===== src/rtl/oam_dma_ctrl_if.sv =====
// CPU-side snoop signals and arbitrated system-bus signals of the sprite-DMA controller.
// slave = the controller; master = the CPU/bus environment around it.
interface oam_dma_ctrl_if;
  logic [15:0] cpu_addr;
  logic [7:0]  cpu_dout;
  logic        cpu_r_nw;
  logic [7:0]  bus_din;
  logic [15:0] bus_addr;
  logic [7:0]  bus_dout;
  logic        bus_r_nw;
  logic        cpu_rdy;
  logic        dma_active;
  logic        dma_done;

  modport slave (
    input  cpu_addr, cpu_dout, cpu_r_nw, bus_din,
    output bus_addr, bus_dout, bus_r_nw, cpu_rdy, dma_active, dma_done
  );

  modport master (
    output cpu_addr, cpu_dout, cpu_r_nw, bus_din,
    input  bus_addr, bus_dout, bus_r_nw, cpu_rdy, dma_active, dma_done
  );
endinterface


===== src/rtl/oam_dma_ctrl.sv =====
// Sprite-DMA bus controller: snoops CPU writes to the DMA register, stalls the CPU via RDY,
// then copies one 256-byte page to the OAM data port as alternating read/write cycles.
module oam_dma_ctrl #(
  parameter logic [15:0] DMA_REG_ADDR  = 16'h4014,
  parameter logic [15:0] OAM_DATA_ADDR = 16'h2004,
  parameter int          XFER_LEN      = 256
) (
  input  logic          i_clk_ph1,
  input  logic          i_rst,
  oam_dma_ctrl_if.slave dma_if
);
  localparam logic [7:0] LAST_IDX = 8'(XFER_LEN - 1);

  typedef enum logic [2:0] {
    S_IDLE,
    S_HALT,
    S_ALIGN,
    S_READ,
    S_WRITE
  } state_t;

  state_t     r_state;
  logic [7:0] r_idx;
  logic [7:0] r_page;
  logic [7:0] r_data;
  logic       r_parity;
  logic       r_done;

  logic w_trigger;
  logic w_dma_rd;
  logic w_dma_wr;

  assign w_trigger = !dma_if.cpu_r_nw && (dma_if.cpu_addr == DMA_REG_ADDR);
  assign w_dma_rd  = (r_state == S_READ);
  assign w_dma_wr  = (r_state == S_WRITE);

  always_ff @(posedge i_clk_ph1 or negedge i_rst) begin
    if (!i_rst) begin
      r_state  <= S_IDLE;
      r_idx    <= 8'h00;
      r_page   <= 8'h00;
      r_data   <= 8'h00;
      r_parity <= 1'b0;
      r_done   <= 1'b0;
    end else begin
      r_parity <= ~r_parity;
      r_done   <= 1'b0;
      case (r_state)
        S_IDLE: begin
          if (w_trigger) begin
            r_page  <= dma_if.cpu_dout;
            r_idx   <= 8'h00;
            r_state <= S_HALT;
          end
        end
        // The 6502 only honours RDY on a read cycle, so wait for one before taking the bus.
        S_HALT: begin
          if (dma_if.cpu_r_nw) begin
            r_state <= r_parity ? S_READ : S_ALIGN;
          end
        end
        S_ALIGN: begin
          r_state <= S_READ;
        end
        S_READ: begin
          r_data  <= dma_if.bus_din;
          r_state <= S_WRITE;
        end
        S_WRITE: begin
          r_idx <= r_idx + 8'h01;
          if (r_idx == LAST_IDX) begin
            r_state <= S_IDLE;
            r_done  <= 1'b1;
          end else begin
            r_state <= S_READ;
          end
        end
        default: begin
          r_state <= S_IDLE;
        end
      endcase
    end
  end

  // Bus mux is steered by the state register alone; the CPU keeps the bus in every other state.
  always_comb begin
    dma_if.bus_addr = dma_if.cpu_addr;
    dma_if.bus_dout = dma_if.cpu_dout;
    dma_if.bus_r_nw = dma_if.cpu_r_nw;
    if (w_dma_rd) begin
      dma_if.bus_addr = {r_page, r_idx};
      dma_if.bus_r_nw = 1'b1;
    end else if (w_dma_wr) begin
      dma_if.bus_addr = OAM_DATA_ADDR;
      dma_if.bus_dout = r_data;
      dma_if.bus_r_nw = 1'b0;
    end
  end

  assign dma_if.cpu_rdy    = (r_state == S_IDLE);
  assign dma_if.dma_active = w_dma_rd | w_dma_wr;
  assign dma_if.dma_done   = r_done;
endmodule


===== src/flat_wrapper.sv =====
// flat-port wrapper written by rule: the top's interface ports become plain ports
module oam_dma_ctrl_flat 
#(
  parameter logic [15:0] DMA_REG_ADDR  = 16'h4014,
  parameter logic [15:0] OAM_DATA_ADDR = 16'h2004,
  parameter int          XFER_LEN      = 256
)
  (i_clk_ph1, i_rst, dma_if_cpu_addr, dma_if_cpu_dout, dma_if_cpu_r_nw, dma_if_bus_din, dma_if_bus_addr, dma_if_bus_dout, dma_if_bus_r_nw, dma_if_cpu_rdy, dma_if_dma_active, dma_if_dma_done);
  oam_dma_ctrl_if dma_if_i ();
  input  logic i_clk_ph1;
  input  logic i_rst;
  input wire logic [$bits(dma_if_i.cpu_addr)-1:0] dma_if_cpu_addr;
  input wire logic [$bits(dma_if_i.cpu_dout)-1:0] dma_if_cpu_dout;
  input wire logic [$bits(dma_if_i.cpu_r_nw)-1:0] dma_if_cpu_r_nw;
  input wire logic [$bits(dma_if_i.bus_din)-1:0] dma_if_bus_din;
  output wire logic [$bits(dma_if_i.bus_addr)-1:0] dma_if_bus_addr;
  output wire logic [$bits(dma_if_i.bus_dout)-1:0] dma_if_bus_dout;
  output wire logic [$bits(dma_if_i.bus_r_nw)-1:0] dma_if_bus_r_nw;
  output wire logic [$bits(dma_if_i.cpu_rdy)-1:0] dma_if_cpu_rdy;
  output wire logic [$bits(dma_if_i.dma_active)-1:0] dma_if_dma_active;
  output wire logic [$bits(dma_if_i.dma_done)-1:0] dma_if_dma_done;
  assign dma_if_i.cpu_addr = dma_if_cpu_addr;
  assign dma_if_i.cpu_dout = dma_if_cpu_dout;
  assign dma_if_i.cpu_r_nw = dma_if_cpu_r_nw;
  assign dma_if_i.bus_din = dma_if_bus_din;
  assign dma_if_bus_addr = dma_if_i.bus_addr;
  assign dma_if_bus_dout = dma_if_i.bus_dout;
  assign dma_if_bus_r_nw = dma_if_i.bus_r_nw;
  assign dma_if_cpu_rdy = dma_if_i.cpu_rdy;
  assign dma_if_dma_active = dma_if_i.dma_active;
  assign dma_if_dma_done = dma_if_i.dma_done;
  oam_dma_ctrl #(.DMA_REG_ADDR(DMA_REG_ADDR), .OAM_DATA_ADDR(OAM_DATA_ADDR), .XFER_LEN(XFER_LEN)) u_core (.i_clk_ph1(i_clk_ph1), .i_rst(i_rst), .dma_if(dma_if_i));
endmodule

===== config.mk =====
export PLATFORM = sky130hd
export DESIGN_NAME = oam_dma_ctrl_flat
export DESIGN_NICKNAME = d
export VERILOG_FILES = /design/src/rtl/oam_dma_ctrl_if.sv /design/src/rtl/oam_dma_ctrl.sv /design/src/flat_wrapper.sv
export SDC_FILE = /design/constraint.sdc
export NUM_CORES = 1
export LEC_CHECK = 0
export CORE_MARGIN = 2
export CORE_UTILIZATION = 39
export DETAILED_ROUTE_END_ITERATION = 10
export PLACE_DENSITY = 0.74
export SYNTH_ARGS = -nofsm -noshare
export SYNTH_HDL_FRONTEND = slang
export SYNTH_SLANG_ARGS = --single-unit

===== constraint.sdc =====
create_clock -name i_clk_ph1 -period 1.6 [get_ports i_clk_ph1]
set_clock_uncertainty 0.05 [all_clocks]
set_input_delay 0.24 -clock i_clk_ph1 [delete_from_list [all_inputs] [get_ports i_clk_ph1]]
set_output_delay 0.24 -clock i_clk_ph1 [all_outputs]
set_load 0.02 [all_outputs]

### Word-level counts from Yosys, hierarchy flattened

Cells that the tools add are included.

* flip-flop bits (word level): 29
* logic and storage cells: 39

* $add $sub $neg: 1
* equality and inequality tests: 8
* muxes and demuxes: 15
* bitwise gates (word level): 2
* reduce and logical (&&, ||, !) cells: 7

Operator list (count)
* $mux W16: 2
* $mux W8: 3
* $eq A16 B15 Y1 const B: 1
* $pmux W8 S2: 1
* $pmux W3 S5: 1
* $add A8 B1 Y8 const B: 1
* $eq A8 B8 Y1 const B: 1
* $eq A3 B2 Y1 const B: 2
* $mux W3: 2
* $reduce_and A2 Y1: 3
* $mux W1: 5
* $eq A3 B1 Y1 const B: 1
* $eq A3 B3 Y1 const B: 1
* $logic_not A3 Y1: 1
* $mux W2: 1
* $ne A2 B1 Y1 const B: 1
* $ne A2 B2 Y1 const B: 1
* $reduce_bool A2 Y1: 1
* $logic_and A1 B1 Y1: 1
* $logic_not A1 Y1: 1
* $not A1 Y1: 1
* $or A1 B1 Y1: 1

### Longest topological paths before layout

* word-level depth: 4
* depth in mapped cells: 7

### Worst setup path after synthesis

OpenSTA, ideal clock, no wires.

* kind: register to output
* start: register u_core.r_state[1]
* end: output dma_if_bus_addr[13]
* arrival: 1535 ps
* required time: 1310 ps
* slack: -225 ps
* cell stages (with the launch flop): 6
* path buffers: 1
* path through: dfrtp_1 -> buf_2 -> nor3b_2 -> nor2_1 -> inv_1 -> o22a_1

* cells in the longest elaborated chain, start to end: 3
* elaborated cells between the ends (all ways): 4
* those cells by class: eq/ne (2); mux (2)

Ends and longest elaborated chain
* start: declaration: RTL line oam_dma_ctrl.sv:22 `state_t r_state;`
* start signal: assignment: RTL line oam_dma_ctrl.sv:59 `r_state <= r_parity ? S_READ : S_ALIGN;`
* $eq A3 B3 Y1: RTL line oam_dma_ctrl.sv:35 `assign w_dma_wr = (r_state == S_WRITE);`
* $mux W16: RTL line oam_dma_ctrl.sv:93 `end else if (w_dma_wr) begin`
* $mux W16 *: RTL line oam_dma_ctrl.sv:90 `if (w_dma_rd) begin`
* end: declaration: RTL line flat_wrapper.sv:16 `output wire logic [$bits(dma_if_i.bus_addr)-1:0] dma_if_bus_addr;`

Mark *: on every way between the ends. The rest lies on a longest branch, timed or not.

### Worst setup path in the final report

* start: register u_core.r_state[0]
* end: output dma_if_bus_addr[6]

The elaborated chain is that of the path after synthesis.

==> flow_summary.toml <==
[status]
status = "finished, violations left"
violated_checks = "negative setup slack"

[sta]
setup_viol_count_final = 43
finalSetupTns_ns = -13.23
pins_over_their_slew_limit = 0
fmax_mhz = 505
hold_violations = 0
finalHoldWorstSlack_ns = 0.300
period_needed_ns = 1.98
post-route-worst-setup-slack_ns = -0.382
slew_headroom_pct = 74.5
worst-slew-pin-transition_ns = 0.383
grt_setup_unrepaired = "yes"
layout_worst_path_cycle_share_pct = 124

[placement]
placed_cells_incl_taps = 321
routabilityCongestion = 0.766
place_hpwl_mm = 3.50
io_buffer_count = 62

[logic_synthesis]
synth_edf_count = 0
synthesis.instances = 180
synthesis.yosys.warnings = 0
synth-seq-cells = 29
yosys.cell_count.top_type = "nand2_1"
synth_largest_type_area_fraction_pct = 44.8
synth_area_leaders = "dfrtp_1 45%, nand2_1 14%, a22o_1 7.6%"
synth.cell_area_um2 = 1620
synthesis.area_per_instance_um2 = 8.99
yosys-top-cells-count = "61 x nand2_1, 29 x dfrtp_1, 14 x a22o_1"
synth_sequential_area_ratio_pct = 44.8
synth-async-reset-ratio_pct = 100
netlist-cell-type-count = 38
synth_area_leader_cell = "dfrtp_1"
synth_top_flop_cell = "dfrtp_1"
synth_nets = 216

[routing]
routed_wire_length_per_instance_um = 15.7
drcViolationCount = 0
detailedRoute.firstPassIterationCount = 4
detail_route.vias_per_cell = 5.15
routed_wl_mm = 5.34
first_iter_violations = 107
route.antenna.remaining_nets = 0
routed-via-count = 1756

[critical_path]
regToRegSetupSlack_ns = -0.30
timing.critical_path.fanout_max = 8
r2r_start = "u_core.r_state[0]"
critical_path.max_stage_delay_ns = 0.42
worst_setup_path_start_kind = "flop"
worst_r2r_endpoint = "u_core.r_page[7]"
crit_path_cell_trace = "buf_6 > nor3b_4 > nor2_4 > buf_8 > a22o_4 > buf_6"
timing.critical_path.buf_inv = 3
critical_path_class = "reg -> out"
slowest_stage = "dfrtp_2"
worst-endpoint-required_ns = 1.31
crit_arrival_ns = 1.69
cp_top_family = "flip-flops"
worstRegToRegCells = 7
endpoint_kind = "output pin"
timing.critical_path.mode_cell = "buf_6"

[floorplan]
die_h_um = 68.4
row_count = 23
floorplan.initialDensity_pct = 40.5
core_area_um2 = 4000
fp.dieArea_um2 = 4680
io-pin-count = 63
die_width_um = 68.4

[global_route]
number_of_antenna_violations_at_the_first_check_in_global_routing = 0
gr-total-overflow = 0
grtUsageTotal_pct = 24.4
grt_first_pass_wirelength_mm = 8.24
grt_pass1_vias = 1739
grt_start_max_net_pins = 30

[clocking]
clock_latency_ns = 0.28
clock_sink_count = 29
cts_inserted_buffers = 5
clk_pin_slew_worst_paths_ns = 0.06
clockBufferDepth = 2
clockRootBuffer = "clkbuf_8"
clock_tree.htree_level_count = 2
tritoncts = "yes"
ctsHoldBuffers = 0

[finish]
finalNonFillerCells = 341
antenna_cells = 0
syn2layout_area_growth_pct = 89.1
design.final.nets = 326
post_route_cells_drive_above_1_share_pct = 47.8
finish.utilization_pct = 76.5

[job]
drv.max_cap_violation_count = 0

[power]
powerDensity_nw_per_um2 = 1400
power.total_uw = 4280
cellLeakagePower_uw = 0.00146
ir_worst_vdd_mv = 0.765

[worst_hold_path]
min_path_type = "in -> async"
## worst max-delay path by stage
stage                             startpoint  depth (start not counted)  slack, ns                   to
after floorplan            u_core.r_state[2]                          5      -0.08     u_core.r_page[2]
after global placement    dma_if_cpu_addr[7]                          7      -0.61     u_core.r_page[7]
after detailed placement   u_core.r_state[0]                          7      -0.58   dma_if_bus_addr[2]
after CTS                  u_core.r_state[1]                          6      -0.35  dma_if_bus_addr[11]
after global routing       u_core.r_state[0]                          6      -0.42  dma_if_bus_addr[10]
final                      u_core.r_state[0]                          6      -0.38   dma_if_bus_addr[6]
## per-stage QoR
stage	setup slack [ns]	cell area, um2
after floorplan	-0.0768	1780
after global placement	-0.608	2690
after detailed placement	-0.581	2690
after CTS	-0.351	2950
after global routing	-0.422	3060
final	-0.382	3060
## cells by family after synthesis
| group | Yosys count | synth area share (%) |
|---|---|---|
| AOI/OAI and AO/OA | 28 | 13.4 |
| and+or+nand+nor | 101 | 30.4 |
| buffers and inverters | 12 | 3.55 |
| xor gates and xnor gates | 1 | 0.541 |
| DFF | 29 | 44.8 |
| muxes | 8 | 6.49 |
| adders and majority gates | 1 | 0.773 |
## layout by cell type, fill, tap and decap left out, types with 3 or more instances in the layout
master,synthesis,final
dfrtp_1,29,28
buf_8,0,3
nand2_1,61,45
clkbuf_8,0,5
buf_6,1,38
clkdlybuf4s50_1,0,35
nor3_4,1,3
nand2_2,0,16
nor2_1,8,4
nand3_1,6,6
o211ai_1,3,3
a22o_4,0,10
a22o_1,14,4
mux2_4,4,8
clkbuf_1,4,3
nand3b_1,3,3
buf_4,0,35
## power breakdown
| group | leakage (uW) | switching (uW) | internal (uW) |
|---|---|---|---|
| combinational | 0.00105 | 1190 | 1340 |
| sequential | 0.000367 | 206 | 957 |
| clock | 0.0000395 | 277 | 309 |
| total | 0.00146 | 1680 | 2600 |
## per-layer routing
metal | part of all wire, % | GRT usage (%)
met1 | 43 | 31.6
met2 | 48 | 38.0
met3 | 6.2 | 7.40
met4 | 2.1 | 9.75
met5 | 0 | 0
## state kept, by name, summed over array words and instances, names as in the netlist
| name | count |
|---|---|
| u_core.r_page | 8 |
| u_core.r_state | 3 |
| u_core.r_data | 8 |
| u_core.dma_if.dma_done | 1 |
| u_core.r_parity | 1 |
| u_core.r_idx | 8 |
## layout make-up
class,instances,area (um2)
well taps,50,62.6
inverters,3,16.3
flip-flops and latches,29,727
clock buffers,8,80.1
repair buffers,112,1110
multi-input cells,139,1070
fillers,267,938
## what timing repair did
action / in CTS / in global routing
setup endpoints to repair: 44 / 45
gates resized for setup: 180 / 32
setup buffers: 11 / 2
pin swaps: 20 / 5
gates cloned: 0 / 1
(Power assumes the default switching activity.)
